### src/rtl/dcache_port_arbiter_pkg.sv
// dcache_port_arbiter_pkg
// Purpose: shared definitions for the data-cache port arbiter. Holds the
//          global width/size/tag macros used by the memory pipeline and
//          the arbiter FSM state encoding.
// Contents:
//   `WORD_SIZE, `ADDRESS_WIDTH, `SIZE_WRITE_WIDTH, `ROB_ENTRY_WIDTH  widths
//   `FULL_WORD_SIZE, `BYTE_SIZE                                      size codes
//   `ROB_INVALID_ENTRY                                               empty tag
//   arbState_t                                                       FSM states

`ifndef DCACHE_PORT_ARBITER_DEFINES
`define DCACHE_PORT_ARBITER_DEFINES
`define WORD_SIZE          32
`define ADDRESS_WIDTH      32
`define SIZE_WRITE_WIDTH   2
`define ROB_ENTRY_WIDTH    6
`define FULL_WORD_SIZE     2'b10
`define BYTE_SIZE          2'b00
`define ROB_INVALID_ENTRY  {`ROB_ENTRY_WIDTH{1'b1}}
`endif

package dcache_port_arbiter_pkg;

  // One outstanding cache operation at a time; SQUASH drains a killed load.
  typedef enum logic [1:0] {
    ST_IDLE        = 2'd0,
    ST_LOAD_WAIT   = 2'd1,
    ST_STORE_WAIT  = 2'd2,
    ST_LOAD_SQUASH = 2'd3
  } arbState_t;

endpackage

### src/rtl/dcache_port_arbiter.sv
// dcache_port_arbiter
// Purpose: shares the single data-cache port between memory-stage loads
//          and store-buffer drain writes. Issues one request, waits for the
//          cache response, then reports load_done or store_success.
//          Stores win when the buffer is full or after STARVE_LIMIT load
//          grants made while a store was waiting. Flush kills loads only.
// Ports:
//   clk, rst (async, active-low)
//   load_*      load request from the memory stage, grant/stall/done back
//   sb_*        store-buffer head, store_success pops it
//   flush       pipeline flush
//   cache_*     request/response handshake with the data cache

module dcache_port_arbiter
  import dcache_port_arbiter_pkg::*;
#(
  parameter int WORD_SIZE        = `WORD_SIZE,
  parameter int WIDTH            = `ADDRESS_WIDTH,
  parameter int SIZE_WRITE_WIDTH = `SIZE_WRITE_WIDTH,
  parameter int ROB_ENTRY_WIDTH  = `ROB_ENTRY_WIDTH,
  parameter int STARVE_LIMIT     = 4
) (
  input  logic                        clk,
  input  logic                        rst,
  input  logic                        load_req,
  input  logic [WIDTH-1:0]            load_addr,
  input  logic [SIZE_WRITE_WIDTH-1:0] load_size,
  input  logic [ROB_ENTRY_WIDTH-1:0]  load_rob_id,
  output logic                        load_grant,
  output logic                        load_stall,
  output logic                        load_done,
  output logic [WORD_SIZE-1:0]        load_value,
  output logic [ROB_ENTRY_WIDTH-1:0]  load_done_rob_id,
  input  logic                        sb_wenable,
  input  logic [WIDTH-1:0]            sb_addr,
  input  logic [WORD_SIZE-1:0]        sb_value,
  input  logic [SIZE_WRITE_WIDTH-1:0] sb_size,
  input  logic                        sb_full,
  output logic                        store_success,
  input  logic                        flush,
  output logic                        cache_req,
  output logic                        cache_we,
  output logic [WIDTH-1:0]            cache_addr,
  output logic [WORD_SIZE-1:0]        cache_wdata,
  output logic [SIZE_WRITE_WIDTH-1:0] cache_size,
  input  logic                        cache_ready,
  input  logic                        cache_resp_valid,
  input  logic [WORD_SIZE-1:0]        cache_rdata
);

  localparam int CNT_W = $clog2(STARVE_LIMIT + 1);
  localparam logic [CNT_W-1:0] CNT_MAX = CNT_W'(STARVE_LIMIT);

  arbState_t                  r_state;
  arbState_t                  w_nextState;
  logic [CNT_W-1:0]           r_starveCnt;
  logic [ROB_ENTRY_WIDTH-1:0] r_robTag;
  logic                       w_storeWins;
  logic                       w_loadWins;
  logic                       w_loadGrant;
  logic                       w_storeGrant;

  // Arbitration only happens in IDLE. A flush forces a pending store to
  // win, because the competing load is being killed anyway.
  always_comb begin
    w_storeWins = 1'b0;
    w_loadWins  = 1'b0;
    if (r_state == ST_IDLE) begin
      w_storeWins = sb_wenable &&
                    (sb_full || (r_starveCnt >= CNT_MAX) || !load_req || flush);
      w_loadWins  = !w_storeWins && load_req && !flush;
    end
    w_loadGrant  = w_loadWins && cache_ready;
    w_storeGrant = w_storeWins && cache_ready;
  end

  // Next state and all outputs. The final block forces every output to 0
  // while reset is held, including the purely combinational request path.
  always_comb begin
    w_nextState      = r_state;
    cache_req        = 1'b0;
    cache_we         = 1'b0;
    cache_addr       = '0;
    cache_wdata      = '0;
    cache_size       = '0;
    load_grant       = 1'b0;
    load_done        = 1'b0;
    load_value       = '0;
    load_done_rob_id = '0;
    store_success    = 1'b0;

    case (r_state)
      ST_IDLE: begin
        cache_req  = w_storeWins || w_loadWins;
        load_grant = w_loadGrant;
        if (w_storeWins) begin
          cache_we    = 1'b1;
          cache_addr  = sb_addr;
          cache_wdata = sb_value;
          cache_size  = sb_size;
        end else if (w_loadWins) begin
          cache_addr = load_addr;
          cache_size = load_size;
        end
        if (w_storeGrant) begin
          w_nextState = ST_STORE_WAIT;
        end else if (w_loadGrant) begin
          w_nextState = ST_LOAD_WAIT;
        end
      end
      ST_LOAD_WAIT: begin
        if (cache_resp_valid) begin
          // A flush in the response cycle still retires the cache access
          // but must not deliver the data.
          if (!flush) begin
            load_done        = 1'b1;
            load_value       = cache_rdata;
            load_done_rob_id = r_robTag;
          end
          w_nextState = ST_IDLE;
        end else if (flush) begin
          w_nextState = ST_LOAD_SQUASH;
        end
      end
      ST_STORE_WAIT: begin
        if (cache_resp_valid) begin
          store_success = 1'b1;
          w_nextState   = ST_IDLE;
        end
      end
      ST_LOAD_SQUASH: begin
        if (cache_resp_valid) begin
          w_nextState = ST_IDLE;
        end
      end
      default: w_nextState = ST_IDLE;
    endcase

    load_stall = load_req && !load_grant;

    if (!rst) begin
      cache_req        = 1'b0;
      cache_we         = 1'b0;
      cache_addr       = '0;
      cache_wdata      = '0;
      cache_size       = '0;
      load_grant       = 1'b0;
      load_stall       = 1'b0;
      load_done        = 1'b0;
      load_value       = '0;
      load_done_rob_id = '0;
      store_success    = 1'b0;
    end
  end

  // FSM state register.
  always_ff @(posedge clk or negedge rst) begin
    if (!rst) begin
      r_state <= ST_IDLE;
    end else begin
      r_state <= w_nextState;
    end
  end

  // Anti-starvation counter: counts load grants that bypassed a waiting
  // store, cleared whenever a store gets the port. The ROB tag travels with
  // the load so it can be returned on completion.
  always_ff @(posedge clk or negedge rst) begin
    if (!rst) begin
      r_starveCnt <= '0;
      r_robTag    <= ROB_ENTRY_WIDTH'(`ROB_INVALID_ENTRY);
    end else begin
      if (w_storeGrant) begin
        r_starveCnt <= '0;
      end else if (w_loadGrant && sb_wenable && (r_starveCnt < CNT_MAX)) begin
        r_starveCnt <= r_starveCnt + 1'b1;
      end
      if (w_loadGrant) begin
        r_robTag <= load_rob_id;
      end
    end
  end

endmodule

### config.mk
export PLATFORM = sky130hd
export DESIGN_NAME = dcache_port_arbiter
export DESIGN_NICKNAME = d
export VERILOG_FILES = /design/src/rtl/dcache_port_arbiter_pkg.sv /design/src/rtl/dcache_port_arbiter.sv
export SDC_FILE = /design/constraint.sdc
export NUM_CORES = 1
export LEC_CHECK = 0
export ABC_AREA = 1
export CORE_AREA = 2 2 100 102
export CTS_BUF_LIST = sky130_fd_sc_hd__clkbuf_2 sky130_fd_sc_hd__clkbuf_4 sky130_fd_sc_hd__clkbuf_8
export DETAILED_ROUTE_END_ITERATION = 10
export DIE_AREA = 0 0 102 104
export GPL_TIMING_DRIVEN = 0
export PLACE_DENSITY = 0.68
export SYNTH_ARGS = -nofsm -noshare
export SYNTH_HDL_FRONTEND = slang
export SYNTH_SLANG_ARGS = --single-unit
### constraint.sdc
create_clock -name clk -period 2.1 [get_ports clk]
set_clock_uncertainty 0.05 [all_clocks]
set_input_delay 0.42 -clock clk [delete_from_list [all_inputs] [get_ports clk]]
set_output_delay 0.42 -clock clk [all_outputs]
set_load 0.03 [all_outputs]
==> impl_metrics.py, run 1 <==
metrics = {
    "run_status": {
        "violations": "negative setup slack",
        "status": "complete, but fails checks",
    },
    "worst_setup_path": {
        "critPathTopFamily": "buffers and inverters",
        "cp.buffers_inverters": 4,
        "cp.required_ns": 1.63,
        "path_class": "reg -> out",
        "reg2reg_from": "r_state[1]",
        "slowest_delay_ns": 0.41,
        "crit_path_start_kind": "flop",
        "reg2reg_to": "r_starveCnt[1]",
        "cp_slowest_cell": "dfrtp_1",
        "cp.arrival_ns": 1.71,
        "crit_chain": "nor2_4, inv_6, nor2_8, buf_12, buf_8, nand2_2, a21oi_2, buf_6",
        "reg2regPathDepth": 9,
        "ff2ff_setup_slack_ns": 0.47,
        "crit_path_max_fanout": 5,
        "end_kind": "output pin",
    },
    "yosys": {
        "ys_seq_elements": 11,
        "netlist_area_um2": 1750,
        "netlist.area_leader.share_pct": 17.3,
        "synthCells": 340,
        "synth_top_cell_by_area": "inv_1",
        "synth_cell_types": 25,
        "syn_avg_cell_area_um2": 5.16,
        "syn_nets": 487,
        "synth_top_cells_by_area": "inv_1, nor2_1, nand3_1, nand2_1, a21oi_1",
        "synth-seq-area-share_pct": 16.1,
        "ys_warn_count": 0,
    },
    "clocking": {
        "clkTransAtPathRegs_ns": 0.05,
        "htree_levels": 1,
        "clock_path_buffers": 2,
        "root_buffer": "clkbuf_8",
        "cts.sinks": 11,
        "clock_latency_ns": 0.23,
        "cts_tree": "built",
        "numCtsBuffers": 3,
    },
    "placement": {
        "globalplace.congestion": 0.790,
        "hpwl_um": 7930,
        "dp_cells": 728,
        "portBuffers": 255,
        "pre_cts_slack_ns": -1.31,
    },
    "routing": {
        "wl_per_cell_um": 14.0,
        "via_per_inst": 4.25,
        "drtIter0Drc": 50,
        "wirelength_um": 10700,
        "vias": 3257,
        "drcViolationCount": 0,
        "dr.pass1.iters": 4,
        "ant_nets": 0,
    },
    "global_routing": {
        "grt_max_degree": 17,
        "grt_usage_pct": 18.7,
        "antenna_found_initial": 0,
        "grt_pass1_vias": 3290,
        "overflow": 0,
        "grt_pass1_wl_um": 16100,
    },
    "floorplanning": {
        "die-height_um": 104,
        "initial_core_util_pct": 18.4,
        "die_area_um2": 10600,
        "num_io_pins": 256,
        "rows": 36,
        "die_w_um": 102,
        "coreArea_um2": 9550,
    },
    "timing": {
        "fin_tns_setup_ns": -2.34,
        "slew_viol_final": 0,
        "maxSlewHeadroom_pct": 61.3,
        "setup-violations-final": 62,
        "worstMarginPinSlew_ns": 0.581,
        "max_freq_ghz": 0.458,
        "rsz0062_at_grt": "yes",
        "layout_min_cycle_time_ns": 2.18,
        "min_period_over_period_pct": 104,
        "finalWorstSetupSlack_ns": -0.0825,
        "hold_viol": 0,
    },
    "pwr": {
        "p_per_area_nw_per_um2": 561,
        "p_leak_nw": 2.52,
        "ir_drop_mv": 0.225,
    },
    "final_layout": {
        "layout.nets": 782,
        "final_common_cell": "clkdlybuf4s50_1",
        "mostFrequentLayoutCells": "clkdlybuf4s50_1, inv_1, buf_4",
        "fin_util_pct": 54.0,
        "num_antenna_cells": 0,
        "layout-drive-gt1-share_pct": 39.1,
        "area_growth_pct": 194,
        "finalNonFillerCells": 767,
    },
    "flow_run": {
        "drv_cap": 0,
    },
    "hold_path": {
        "min-delay-path-class": "in -> async",
    },
}
==> how the worst max path moves through the flow <==
stage / cells past startpoint / startpoint / endpoint / slack [ns]
floorplan: 6 / flush / cache_addr[10] / 0.04
global placement: 6 / rst / load_value[26] / -1.26
detailed placement: 6 / rst / load_value[30] / -1.31
CTS: 8 / r_state[1] / cache_req / -0.09
global route: 8 / r_state[1] / cache_req / -0.19
finish: 8 / r_state[1] / cache_addr[1] / -0.08
==> per-layer routing <==
layer | vias up | wire (um) | GRT usage [%]
li1 | 1619 | - | -
met1 | 1453 | 3970 | 20.3
met2 | 173 | 5480 | 36.1
met3 | 12 | 1130 | 4.70
met4 | 0 | 123 | 2.95
met5 | - | 0 | 0
==> worst register-to-register path: cells and delay by family (launching register included) <==
kind | cells | cell delay [ns]
flops | 1 | 0.41
simple gates | 6 | 0.72
buf+inv | 3 | 0.34
==> registers in the layout (all words and copies together), names as in the netlist <==
name,flops
r_robTag,6
r_starveCnt,3
r_state,2
==> stage by stage <==
step / power (mW) / instance area, um^2 / hold WS, ns
after floorplan: 1.33 / 1750 / 0.0744
after global placement: 2.10 / 4470 / 0.434
after detailed placement: 2.12 / 4470 / 0.441
after CTS: 2.80 / 4890 / 0.0208
after global routing: 3.09 / 5160 / 0.0267
final: 2.90 / 5160 / 0.0152
==> synthesized netlist by cell type (all sizes together) <==
| cell | number |
|---|---|
| o211ai | 1 |
| clkbuf | 5 |
| ha | 1 |
| nand2 | 52 |
| o21bai | 1 |
| inv | 84 |
| nor4 | 1 |
| a21oi | 34 |
| o21ai | 8 |
| nand4 | 4 |
| dfrtp | 5 |
| buf | 15 |
| nand3 | 44 |
| nor2 | 77 |
| o31ai | 1 |
| dfstp | 6 |
| xor2 | 1 |
==> layout make-up <==
class	instances	area, um^2
Sequential cell	11	283
Inverter	84	323
Tap cell	133	166
Fill cell	932	4390
Buffer	20	215
Multi-Input combinational cell	228	1370
Timing Repair Buffer	287	2750
Clock buffer	4	48.8
==> power breakdown <==
group          internal (mW)  switching, mW
Sequential             0.333         0.0417
Combinational           1.08           1.22
Clock                  0.146         0.0749
==> cell families (layout without fill, tap and decap cells) <==
kind of cell	Yosys count	in the layout	share of synthesized area, %
simple gates	178	181	45.5
xor+xnor	1	1	0.500
buf+inv	104	395	23.8
compound gates	45	45	13.3
fa+ha+maj	1	1	0.714
flops	11	11	16.1
==> timing repair <==
item | CTS | global route
setup endpoints to repair | 110 | 109
hold buffers | 0 | 0
gates resized for setup | 772 | 88
setup buffers | 22 | 3
pin swaps | 11 | 5
gates cloned | 10 | 1
Note: power is estimated with default switching activity, not from simulation.
==> run 2, diff against run 1 <==
REMOVE_ABC_BUFFERS = 1   (was not set)
==> run 2 against run 1 <==
  * The flow still finishes with violations (negative setup slack)
  * Wire length increased by 4.7%
  * Core utilization decreased by 0.67 points
  * Hold slack got worse by 0.0025 ns
  * Final cell count decreased by 2.1%
  * Register-to-register slack about the same
  * Worst setup slack got worse by 0.061 ns
  * Clock power about the same
==> impl_metrics.py, run 2 (synthesized netlist as in run 1, its figures left out) <==
metrics = {
    "run_status": {
        "status": "complete, but fails checks",
        "violations": "negative setup slack",
    },
    "final_layout": {
        "layout-drive-gt1-share_pct": 37.5,
        "final_common_cell": "clkdlybuf4s50_1",
        "largest_register_ffs": 6,
        "area_growth_pct": 191,
        "finalNonFillerCells": 751,
        "mostFrequentLayoutCells": "clkdlybuf4s50_1, buf_4, inv_1",
        "layout.nets": 766,
        "fin_util_pct": 53.3,
        "num_antenna_cells": 0,
        "top_regs": "r_robTag x6, r_starveCnt x3, r_state x2",
        "top_register": "r_robTag",
    },
    "timing": {
        "hold_ws_ns": 0.0127,
        "worstMarginPinSlew_ns": 0.350,
        "fin_tns_setup_ns": -4.14,
        "maxSlewHeadroom_pct": 76.6,
        "rsz0062_at_grt": "yes",
        "slew_viol_final": 0,
        "max_freq_ghz": 0.446,
        "finalWorstSetupSlack_ns": -0.144,
        "min_period_over_period_pct": 107,
        "hold_viol": 0,
        "setup-violations-final": 68,
        "layout_min_cycle_time_ns": 2.24,
    },
    "worst_setup_path": {
        "reg2reg_from": "r_starveCnt[2]",
        "crit_top_cell": "buf_6",
        "reg2reg_to": "r_starveCnt[1]",
        "crit_path_max_fanout": 8,
        "path_class": "reg -> out",
        "slowest_delay_ns": 0.42,
        "crit_path_start_kind": "flop",
        "crit_chain": "nor2_4, inv_6, nor2_8, buf_12, buf_6, nand3_1, a21oi_2, buf_6",
        "cp_slowest_cell": "dfrtp_1",
        "reg2regPathDepth": 10,
        "cp.arrival_ns": 1.77,
        "cp.required_ns": 1.63,
        "ff2ff_setup_slack_ns": 0.47,
        "end_kind": "output pin",
    },
    "placement": {
        "globalplace.congestion": 0.822,
        "hpwl_um": 7180,
        "portBuffers": 255,
        "dp_cells": 708,
    },
    "routing": {
        "dr.pass1.iters": 4,
        "drtIter0Drc": 91,
        "wirelength_um": 11200,
        "via_per_inst": 4.43,
        "vias": 3325,
        "ant_nets": 0,
        "drcViolationCount": 0,
        "wl_per_cell_um": 14.9,
    },
    "pwr": {
        "p_per_area_nw_per_um2": 582,
        "ir_drop_mv": 0.371,
        "p_leak_nw": 2.49,
        "power_mw": 2.96,
    },
    "clocking": {
        "clkTransAtPathRegs_ns": 0.05,
        "cts.sinks": 11,
        "root_buffer": "clkbuf_8",
        "numCtsBuffers": 3,
        "clock_latency_ns": 0.23,
        "htree_levels": 1,
        "clock_path_buffers": 2,
        "cts_tree": "built",
    },
    "global_routing": {
        "overflow": 0,
        "antenna_found_initial": 0,
        "grt_pass1_vias": 3109,
        "grt_usage_pct": 19.1,
        "grt_max_degree": 38,
        "grt_pass1_wl_um": 16100,
    },
    "flow_run": {
        "drv_cap": 0,
    },
    "floorplanning": {
        "initial_core_util_pct": 18.4,
        "die_area_um2": 10600,
        "rows": 36,
        "die-height_um": 104,
        "die_w_um": 102,
        "num_io_pins": 256,
        "coreArea_um2": 9550,
    },
    "hold_path": {
        "min-delay-path-class": "in -> async",
    },
}
==> run 2: what timing repair did <==
action	CTS	global route
gates cloned	11	0
hold buffers	0	0
pin swaps	22	10
buffers inserted	25	3
resized for setup	742	93
endpoints found under the setup margin	113	109
hold endpoints to repair	0	0
==> run 2: per-layer routing <==
| metal | vias up | global-route usage, % | share of wire (%) |
|---|---|---|---|
| met1 | 1517 | 19.8 | 34 |
| met4 | 0 | 5.52 | 2.4 |
| met5 | - | 0 | 0 |
| met3 | 18 | 4.23 | 10 |
| met2 | 189 | 37.3 | 53 |
| li1 | 1601 | - | - |
==> run 2: layout make-up <==
type / instances / area [um^2]
Timing Repair Buffer: 285 / 2770
Fill cell: 940 / 4460
Tap cell: 133 / 166
Clock buffer: 4 / 48.8
Sequential cell: 11 / 283
Multi-Input combinational cell: 234 / 1500
Inverter: 84 / 328
==> run 2: through the flow <==
stage	area (um^2)	setup slack, ns
floorplan	1650	-0.376
global placement	4370	-2.09
detailed placement	4370	-2.18
CTS	4860	-0.112
global route	5090	-0.229
finish	5090	-0.144
==> run 2: worst max-delay path, delay by kind of cell, from the launching register on <==
family	cells	cell delay (ns)
AO/OA/AOI/OAI	1	0.18
buffers and inverters	4	0.49
flip-flops	1	0.42
AND/OR/NAND/NOR	3	0.43
==> run 2: how the worst max path moves through the flow <==
| stage | from | to | slack [ns] |
|---|---|---|---|
| 6_report | r_state[0] | cache_addr[29] | -0.14 |
| 2_1_floorplan | r_state[1] | load_done_rob_id[0] | -0.38 |
| 3_5_place_dp | rst | load_done_rob_id[5] | -2.18 |
| 3_3_place_gp | rst | load_done_rob_id[5] | -2.09 |
| 5_1_grt | r_state[0] | cache_addr[29] | -0.23 |
| 4_1_cts | r_state[1] | cache_addr[21] | -0.11 |
==> run 2: where the power goes <==
| group | internal (mW) | total [mW] | leakage (nW) | switching, mW |
|---|---|---|---|---|
| clock | 0.146 | 0.223 | 0.0262 | 0.0766 |
| combinational | 1.07 | 2.36 | 2.33 | 1.29 |
| sequential | 0.334 | 0.382 | 0.130 | 0.0481 |
| total | 1.55 | 2.96 | 2.49 | 1.41 |
